$ cat src/rtl/rom_boot_sequencer_if.sv
// Image-source stream and SoC ROM loader port, bundled for the boot sequencer.
// master: the sequencer side. slave: the image source plus the SoC loader.
interface rom_boot_sequencer_if #(
  parameter int DATA_WIDTH = 16
);
  logic                  src_valid;
  logic [DATA_WIDTH-1:0] src_data;
  logic                  src_last;
  logic                  src_ready;
  logic                  rom_loader_load;
  logic                  rom_loader_sck;
  logic [DATA_WIDTH-1:0] rom_loader_data;
  logic                  rom_loader_ack;

  modport master (
    input  src_valid, src_data, src_last, rom_loader_ack,
    output src_ready, rom_loader_load, rom_loader_sck, rom_loader_data
  );

  modport slave (
    output src_valid, src_data, src_last, rom_loader_ack,
    input  src_ready, rom_loader_load, rom_loader_sck, rom_loader_data
  );
endinterface

$ cat src/rtl/rom_boot_sequencer.sv
// Boot sequencer: copies a word-stream image into the SoC ROM with a 4-phase
// sck/ack handshake, flags timeout / overflow / abort, and holds the CPU in
// reset until the image is in, releasing it RELEASE_DELAY cycles after DONE.
//
// state       | meaning
// ------------+-----------------------------------------------------------
// S_IDLE      | after reset; auto-starts or waits for start
// S_LOAD_WAIT | session active, src_ready high, waiting for the next word
// S_SETUP     | word on rom_loader_data, holding it SETUP_CYCLES before sck
// S_ACK_HI    | sck high, waiting for ack to rise (timeout armed)
// S_ACK_LO    | sck low, waiting for ack to fall (timeout armed)
// S_DONE      | image loaded; cpu_reset released after the delay
// S_ERROR     | load failed, err_code says why; cpu_reset held
module rom_boot_sequencer #(
  parameter int DATA_WIDTH    = 16,
  parameter int COUNT_WIDTH   = 16,
  parameter int MAX_WORDS     = 32768,
  parameter int ACK_TIMEOUT   = 1024,
  parameter int SETUP_CYCLES  = 2,
  parameter int RELEASE_DELAY = 4,
  parameter int AUTO_START    = 1
) (
  input  logic                   clk,
  input  logic                   reset,
  rom_boot_sequencer_if.master   bus,
  input  logic                   i_start,
  input  logic                   i_abort,
  output logic                   o_cpu_reset,
  output logic                   o_busy,
  output logic                   o_done,
  output logic                   o_error,
  output logic [1:0]             o_err_code,
  output logic [COUNT_WIDTH-1:0] o_word_count
);

  localparam int TO_W = (ACK_TIMEOUT > 1) ? $clog2(ACK_TIMEOUT) : 1;
  localparam int SU_W = (SETUP_CYCLES > 1) ? $clog2(SETUP_CYCLES) : 1;
  localparam int RL_W = (RELEASE_DELAY > 0) ? $clog2(RELEASE_DELAY + 1) : 1;
  localparam logic [COUNT_WIDTH-1:0] MAX_CNT = COUNT_WIDTH'(MAX_WORDS);
  localparam logic [TO_W-1:0]        TO_LAST = TO_W'(ACK_TIMEOUT - 1);

  typedef enum logic [2:0] {
    S_IDLE, S_LOAD_WAIT, S_SETUP, S_ACK_HI, S_ACK_LO, S_DONE, S_ERROR
  } state_t;

  state_t                 r_state;
  logic                   r_src_ready;
  logic                   r_load;
  logic                   r_sck;
  logic [DATA_WIDTH-1:0]  r_data;
  logic                   r_last;
  logic                   r_cpu_reset;
  logic                   r_busy;
  logic                   r_done;
  logic                   r_error;
  logic [1:0]             r_err_code;
  logic [COUNT_WIDTH-1:0] r_word_count;
  logic [SU_W-1:0]        r_setup_cnt;
  logic [TO_W-1:0]        r_to_cnt;
  logic [RL_W-1:0]        r_rel_cnt;

  logic       w_active;
  logic       w_restart;
  logic       w_fail;
  logic [1:0] w_fail_code;

  assign bus.src_ready       = r_src_ready;
  assign bus.rom_loader_load = r_load;
  assign bus.rom_loader_sck  = r_sck;
  assign bus.rom_loader_data = r_data;
  assign o_cpu_reset         = r_cpu_reset;
  assign o_busy              = r_busy;
  assign o_done              = r_done;
  assign o_error             = r_error;
  assign o_err_code          = r_err_code;
  assign o_word_count        = r_word_count;

  // Session (re)start and error detection; abort outranks overflow and timeout,
  // and the restart/fail sets are disjoint so start wins over abort in DONE/ERROR.
  always_comb begin
    w_active    = (r_state == S_LOAD_WAIT) || (r_state == S_SETUP) ||
                  (r_state == S_ACK_HI) || (r_state == S_ACK_LO);
    w_restart   = ((r_state == S_IDLE) && ((AUTO_START != 0) || i_start)) ||
                  (((r_state == S_DONE) || (r_state == S_ERROR)) && i_start);
    w_fail      = 1'b0;
    w_fail_code = 2'd0;
    if (w_active && i_abort) begin
      w_fail      = 1'b1;
      w_fail_code = 2'd3;
    end else if ((r_state == S_LOAD_WAIT) && bus.src_valid && (r_word_count == MAX_CNT)) begin
      w_fail      = 1'b1;
      w_fail_code = 2'd2;
    end else if ((r_to_cnt == TO_LAST) &&
                 (((r_state == S_ACK_HI) && !bus.rom_loader_ack) ||
                  ((r_state == S_ACK_LO) && bus.rom_loader_ack))) begin
      w_fail      = 1'b1;
      w_fail_code = 2'd1;
    end
  end

  // Sequencer FSM with all outputs registered.
  always_ff @(posedge clk) begin
    if (reset) begin
      r_state      <= S_IDLE;
      r_src_ready  <= 1'b0;
      r_load       <= 1'b0;
      r_sck        <= 1'b0;
      r_data       <= '0;
      r_last       <= 1'b0;
      r_cpu_reset  <= 1'b1;
      r_busy       <= 1'b0;
      r_done       <= 1'b0;
      r_error      <= 1'b0;
      r_err_code   <= 2'd0;
      r_word_count <= '0;
      r_setup_cnt  <= '0;
      r_to_cnt     <= '0;
      r_rel_cnt    <= '0;
    end else if (w_restart) begin
      r_state      <= S_LOAD_WAIT;
      r_src_ready  <= 1'b1;
      r_load       <= 1'b1;
      r_sck        <= 1'b0;
      r_cpu_reset  <= 1'b1;
      r_busy       <= 1'b1;
      r_done       <= 1'b0;
      r_error      <= 1'b0;
      r_err_code   <= 2'd0;
      r_word_count <= '0;
    end else if (w_fail) begin
      r_state     <= S_ERROR;
      r_src_ready <= 1'b0;
      r_load      <= 1'b0;
      r_sck       <= 1'b0;
      r_cpu_reset <= 1'b1;
      r_busy      <= 1'b0;
      r_error     <= 1'b1;
      r_err_code  <= w_fail_code;
    end else begin
      case (r_state)
        S_LOAD_WAIT: begin
          if (bus.src_valid) begin
            r_data      <= bus.src_data;
            r_last      <= bus.src_last;
            r_src_ready <= 1'b0;
            r_setup_cnt <= SU_W'(SETUP_CYCLES - 1);
            r_state     <= S_SETUP;
          end
        end
        S_SETUP: begin
          if (r_setup_cnt == '0) begin
            r_state  <= S_ACK_HI;
            r_sck    <= 1'b1;
            r_to_cnt <= '0;
          end else begin
            r_setup_cnt <= r_setup_cnt - 1;
          end
        end
        S_ACK_HI: begin
          if (bus.rom_loader_ack) begin
            r_state  <= S_ACK_LO;
            r_sck    <= 1'b0;
            r_to_cnt <= '0;
          end else begin
            r_to_cnt <= r_to_cnt + 1;
          end
        end
        S_ACK_LO: begin
          if (!bus.rom_loader_ack) begin
            if (r_word_count != MAX_CNT) r_word_count <= r_word_count + 1;
            if (r_last) begin
              r_state     <= S_DONE;
              r_load      <= 1'b0;
              r_busy      <= 1'b0;
              r_done      <= 1'b1;
              r_rel_cnt   <= RL_W'(RELEASE_DELAY);
              r_cpu_reset <= (RELEASE_DELAY != 0);
            end else begin
              r_state     <= S_LOAD_WAIT;
              r_src_ready <= 1'b1;
            end
          end else begin
            r_to_cnt <= r_to_cnt + 1;
          end
        end
        S_DONE: begin
          if (r_rel_cnt != '0) begin
            r_rel_cnt <= r_rel_cnt - 1;
            if (r_rel_cnt == RL_W'(1)) r_cpu_reset <= 1'b0;
          end
        end
        default: ;
      endcase
    end
  end

endmodule

$ cat src/flat_wrapper.sv
// flat-port wrapper written by rule: the top's interface ports become plain ports
module rom_boot_sequencer_flat 
#(
  parameter int DATA_WIDTH    = 16,
  parameter int COUNT_WIDTH   = 16,
  parameter int MAX_WORDS     = 32768,
  parameter int ACK_TIMEOUT   = 1024,
  parameter int SETUP_CYCLES  = 2,
  parameter int RELEASE_DELAY = 4,
  parameter int AUTO_START    = 1
)
  (clk, reset, i_start, i_abort, o_cpu_reset, o_busy, o_done, o_error, o_err_code, o_word_count, bus_src_valid, bus_src_data, bus_src_last, bus_rom_loader_ack, bus_src_ready, bus_rom_loader_load, bus_rom_loader_sck, bus_rom_loader_data);
  rom_boot_sequencer_if #(.DATA_WIDTH(DATA_WIDTH)) bus_i ();
  input  logic clk;
  input  logic reset;
  input  logic i_start;
  input  logic i_abort;
  output logic o_cpu_reset;
  output logic o_busy;
  output logic o_done;
  output logic o_error;
  output logic [1:0] o_err_code;
  output logic [COUNT_WIDTH-1:0] o_word_count;
  input wire logic [$bits(bus_i.src_valid)-1:0] bus_src_valid;
  input wire logic [$bits(bus_i.src_data)-1:0] bus_src_data;
  input wire logic [$bits(bus_i.src_last)-1:0] bus_src_last;
  input wire logic [$bits(bus_i.rom_loader_ack)-1:0] bus_rom_loader_ack;
  output wire logic [$bits(bus_i.src_ready)-1:0] bus_src_ready;
  output wire logic [$bits(bus_i.rom_loader_load)-1:0] bus_rom_loader_load;
  output wire logic [$bits(bus_i.rom_loader_sck)-1:0] bus_rom_loader_sck;
  output wire logic [$bits(bus_i.rom_loader_data)-1:0] bus_rom_loader_data;
  assign bus_i.src_valid = bus_src_valid;
  assign bus_i.src_data = bus_src_data;
  assign bus_i.src_last = bus_src_last;
  assign bus_i.rom_loader_ack = bus_rom_loader_ack;
  assign bus_src_ready = bus_i.src_ready;
  assign bus_rom_loader_load = bus_i.rom_loader_load;
  assign bus_rom_loader_sck = bus_i.rom_loader_sck;
  assign bus_rom_loader_data = bus_i.rom_loader_data;
  rom_boot_sequencer #(.DATA_WIDTH(DATA_WIDTH), .COUNT_WIDTH(COUNT_WIDTH), .MAX_WORDS(MAX_WORDS), .ACK_TIMEOUT(ACK_TIMEOUT), .SETUP_CYCLES(SETUP_CYCLES), .RELEASE_DELAY(RELEASE_DELAY), .AUTO_START(AUTO_START)) u_core (.clk(clk), .reset(reset), .bus(bus_i), .i_start(i_start), .i_abort(i_abort), .o_cpu_reset(o_cpu_reset), .o_busy(o_busy), .o_done(o_done), .o_error(o_error), .o_err_code(o_err_code), .o_word_count(o_word_count));
endmodule
$ cat config.mk
export PLATFORM = sky130hd
export DESIGN_NAME = rom_boot_sequencer_flat
export DESIGN_NICKNAME = d
export VERILOG_FILES = /design/src/rtl/rom_boot_sequencer_if.sv /design/src/rtl/rom_boot_sequencer.sv /design/src/flat_wrapper.sv
export SDC_FILE = /design/constraint.sdc
export NUM_CORES = 1
export LEC_CHECK = 0
export CORE_MARGIN = 2
export CORE_UTILIZATION = 54
export DETAILED_ROUTE_END_ITERATION = 8
export PLACE_DENSITY = 0.85
export SYNTH_ARGS = -nofsm -noshare
export SYNTH_HDL_FRONTEND = slang
export SYNTH_SLANG_ARGS = --single-unit
$ cat constraint.sdc
create_clock -name clk -period 3.92 [get_ports clk]
set_input_delay 0.98 -clock clk [delete_from_list [all_inputs] [get_ports clk]]
set_output_delay 0.98 -clock clk [all_outputs]
set_load 0.01 [all_outputs]
==> run_results.csv <==
group,metric,value,unit
status,status,"finished, final reports clean",
floorplanning,die-area,5810,um2
sta,grt_setup_unrepaired,"false",
sta,fin_crit_sh,75.7,%
cts,numCtsBuffers,9,
setup_path,max_stage_delay,0.76,ns
global_routing,grt_start_max_net_pins,24,
cts,clkTransAtPathRegs,0.06,ns
setup_path,cp_cell_sequence,"clkdlybuf4s50_1 > and4bb_1 > a21oi_1 > or3b_1 > or4_1 > a21oi_1",
place,place.gp.congestion,0.761,
logic_synthesis,avgSynthCellArea,8.77,um2
place,post_dp_cell_area,3460,um2
sta,worst_pin_slew,0.720,ns
sta,setup_violations,0,
place,portBuffers,63,
floorplanning,io_pins,64,
setup_path,crit_buf_inv,1,
drt,vias_per_cell,5.68,
global_routing,grt_pass1_vias,2350,
sta,drv_slew,0,
logic_synthesis,synth_warnings,0,
cts,post_cts_buffers,0,
floorplanning,rows,26,
logic_synthesis,asyncSetResetFlopFracSynth,0,%
sta,slew-limit-headroom,51.9,%
setup_path,crit_top_cell,"a21oi_1",
cts,cts_resized,0,
setup_path,ff2ff_path_depth,7,
floorplanning,die_w,76.2,um
global_routing,track_usage,22.9,%
power_and_ir_drop,powerDensity,407,nW/um2
job,drv_cap,0,
drt,drtIter0Drc,213,
logic_synthesis,synth_flop_cell,"dfxtp_1",
sta,period_minus_slack,2.97,ns
setup_path,cp-end-kind,"register",
setup_path,start_kind,"input pin",
cts,htreeDepth,3,
cts,clk-insertion-delay-late,0.34,ns
floorplanning,initial_core_util,55.5,%
logic_synthesis,synth_edf_count,0,
drt,avgRoutedWirePerCell,14.1,um
floorplanning,die_height,76.2,um
layout,num_antenna_cells,0,
hold_path,worstHoldPathCells,2,
layout,final_design_area_no_fill,3630,um2
logic_synthesis,syn-cell-area,2820,um2
layout,fillCellCount,398,
power_and_ir_drop,vdd_drop_max,267,uV
cts,clock_sinks,58,
drt,drc,0,
cts,clockBufferDepth,2,
logic_synthesis,syn_nets,350,
cts,cts-root-buf,"clkbuf_8",
sta,setup_tns,0,ns
cts,hold_buffers,0,
global_routing,grt_overflow,0,
setup_path,critPathKind,"in2reg",
sta,max_freq,337,MHz
global_routing,antenna_found_initial,0,
setup_path,cp_slowest_cell,"clkdlybuf4s50_1",
layout,finalNetCount,409,
global_routing,grt_pass1_wl,10.9,mm
logic_synthesis,synth_seq_area_share,41.2,%
setup_path,cp.depth,6,
logic_synthesis,ys_ff_latch,58,
drt,drtAntennaViolNets,0,
sta,final.setup_skew,0.00497,ns
layout,area_growth,28.8,%
power_and_ir_drop,leakage,1.28,nW
layout,final_cell_mix,"clkdlybuf4s50_1 (63), dfxtp_1 (58), nor2_1 (35)",
logic_synthesis,netlist_instances,321,
cts,cts_tree,"yes",
drt,route.vias.total,2585,
setup_path,cp_data_arrival_time,3.24,ns
drt,wl,6.40,mm
floorplanning,core,5070,um2
layout,drive_gt1_share,6.23,%
hold_path,worstHoldPathType,"reg2reg",
power_and_ir_drop,power,1.48,mW
place,dpl.hpwl,4.37,mm
setup_path,crit_family,"simple AND/OR/NAND/NOR gates",
setup_path,worstPathRequired,4.19,ns
layout,final_common_cell,"clkdlybuf4s50_1",
setup_path,path_max_fanout,12,
drt,drt-pass1-iter-count,4,
sta,hold-worst-slack,0.451,ns
logic_synthesis,synth_cell_types,49,
sta,finalHoldViolCount,0,
-- registers in the layout, summed over array words and instances, names as in the netlist, 2 cells and up --
name,cells
u_core.bus.rom_loader_data,16
u_core.r_to_cnt,10
u_core.r_state,3
u_core.o_word_count,16
u_core.r_rel_cnt,3
u_core.o_err_code,2
-- synth_stat cells, types with 4 or more instances --
master | n | area (um2)
a21oi_1 | 32 | 160
buf_2 | 5 | 25.0
buf_4 | 5 | 37.5
clkbuf_1 | 8 | 30.0
dfxtp_1 | 58 | 1160
ha_1 | 6 | 75.1
inv_1 | 12 | 45.0
mux2i_1 | 17 | 170
nand2_1 | 16 | 60.1
nand2b_1 | 6 | 37.5
nand3_1 | 11 | 55.1
nand3b_1 | 4 | 30.0
nand4_1 | 8 | 50.1
nor2_1 | 35 | 131
nor2b_1 | 6 | 37.5
o21ai_0 | 18 | 90.1
o31ai_1 | 8 | 60.1
or3_1 | 14 | 87.6
or4_1 | 7 | 52.6
-- worst register-to-register path, delay by kind of cell, from the launching register on --
kind / cells / cell delay (ns)
adders and majority gates: 1 / 0.21
and+or+nand+nor: 4 / 1.61
DFF: 1 / 0.36
AOI/OAI and AO/OA: 1 / 0.15
buffers and inverters: 1 / 0.09
-- per-layer routing --
metal	wire, um	track usage (%)	vias up
met4	126	12.2	0
met1	2870	29.5	1190
met2	2960	35.2	94
met3	441	6.28	10
met5	0	0	-
li1	-	-	1291
-- where the power goes --
part / total (mW) / switching (mW) / internal (mW) / leakage (nW)
Sequential: 0.677 / 0.0507 / 0.627 / 0.470
Clock: 0.472 / 0.228 / 0.244 / 0.0872
Combinational: 0.328 / 0.166 / 0.161 / 0.721
-- path summary, 6_finish.rpt --
path / startpoint / endpoint / slack (ns)
hold / removal: u_core.r_rel_cnt[1] / u_core.r_rel_cnt[1] / 0.45
setup / recovery: bus_rom_loader_ack / u_core.r_to_cnt[5] / 0.95
hold reg to reg: u_core.r_rel_cnt[1] / u_core.r_rel_cnt[1] / 0.45
setup reg to reg: u_core.o_word_count[0] / u_core.o_word_count[15] / 1.43
-- cell families (layout without fill, tap and decap cells) --
| family | count (synthesis) | in the layout | synth area share [%] |
|---|---|---|---|
| simple gates | 127 | 127 | 25.8 |
| compound gates | 77 | 77 | 17.6 |
| flops | 58 | 58 | 41.2 |
| buf+inv | 32 | 96 | 5.47 |
| mux | 17 | 17 | 6.04 |
| fa+ha+maj | 6 | 6 | 2.67 |
| xor+xnor | 4 | 4 | 1.24 |
-- cell type report --
type                    count  area [um2]  area share [%]
clock buffers              13         149            4.11
inverters                  12        45.0            1.24
repair buffers             68         668            18.4
well taps                  70        87.6            2.42
clock inverters             3        15.0           0.414
flip-flops and latches     58        1160            32.0
multi-input cells         231        1500            41.4
-- through the flow --
step	setup slack (ns)	std cells	utilization, %
final	0.953	455	71.4
after CTS	0.986	455	71.4
after floorplan	1.47	321	-
after global routing	0.763	455	71.4
after detailed placement	0.642	439	68.2
after global placement	0.697	439	68.2
Power figures use the tool's default switching activity.
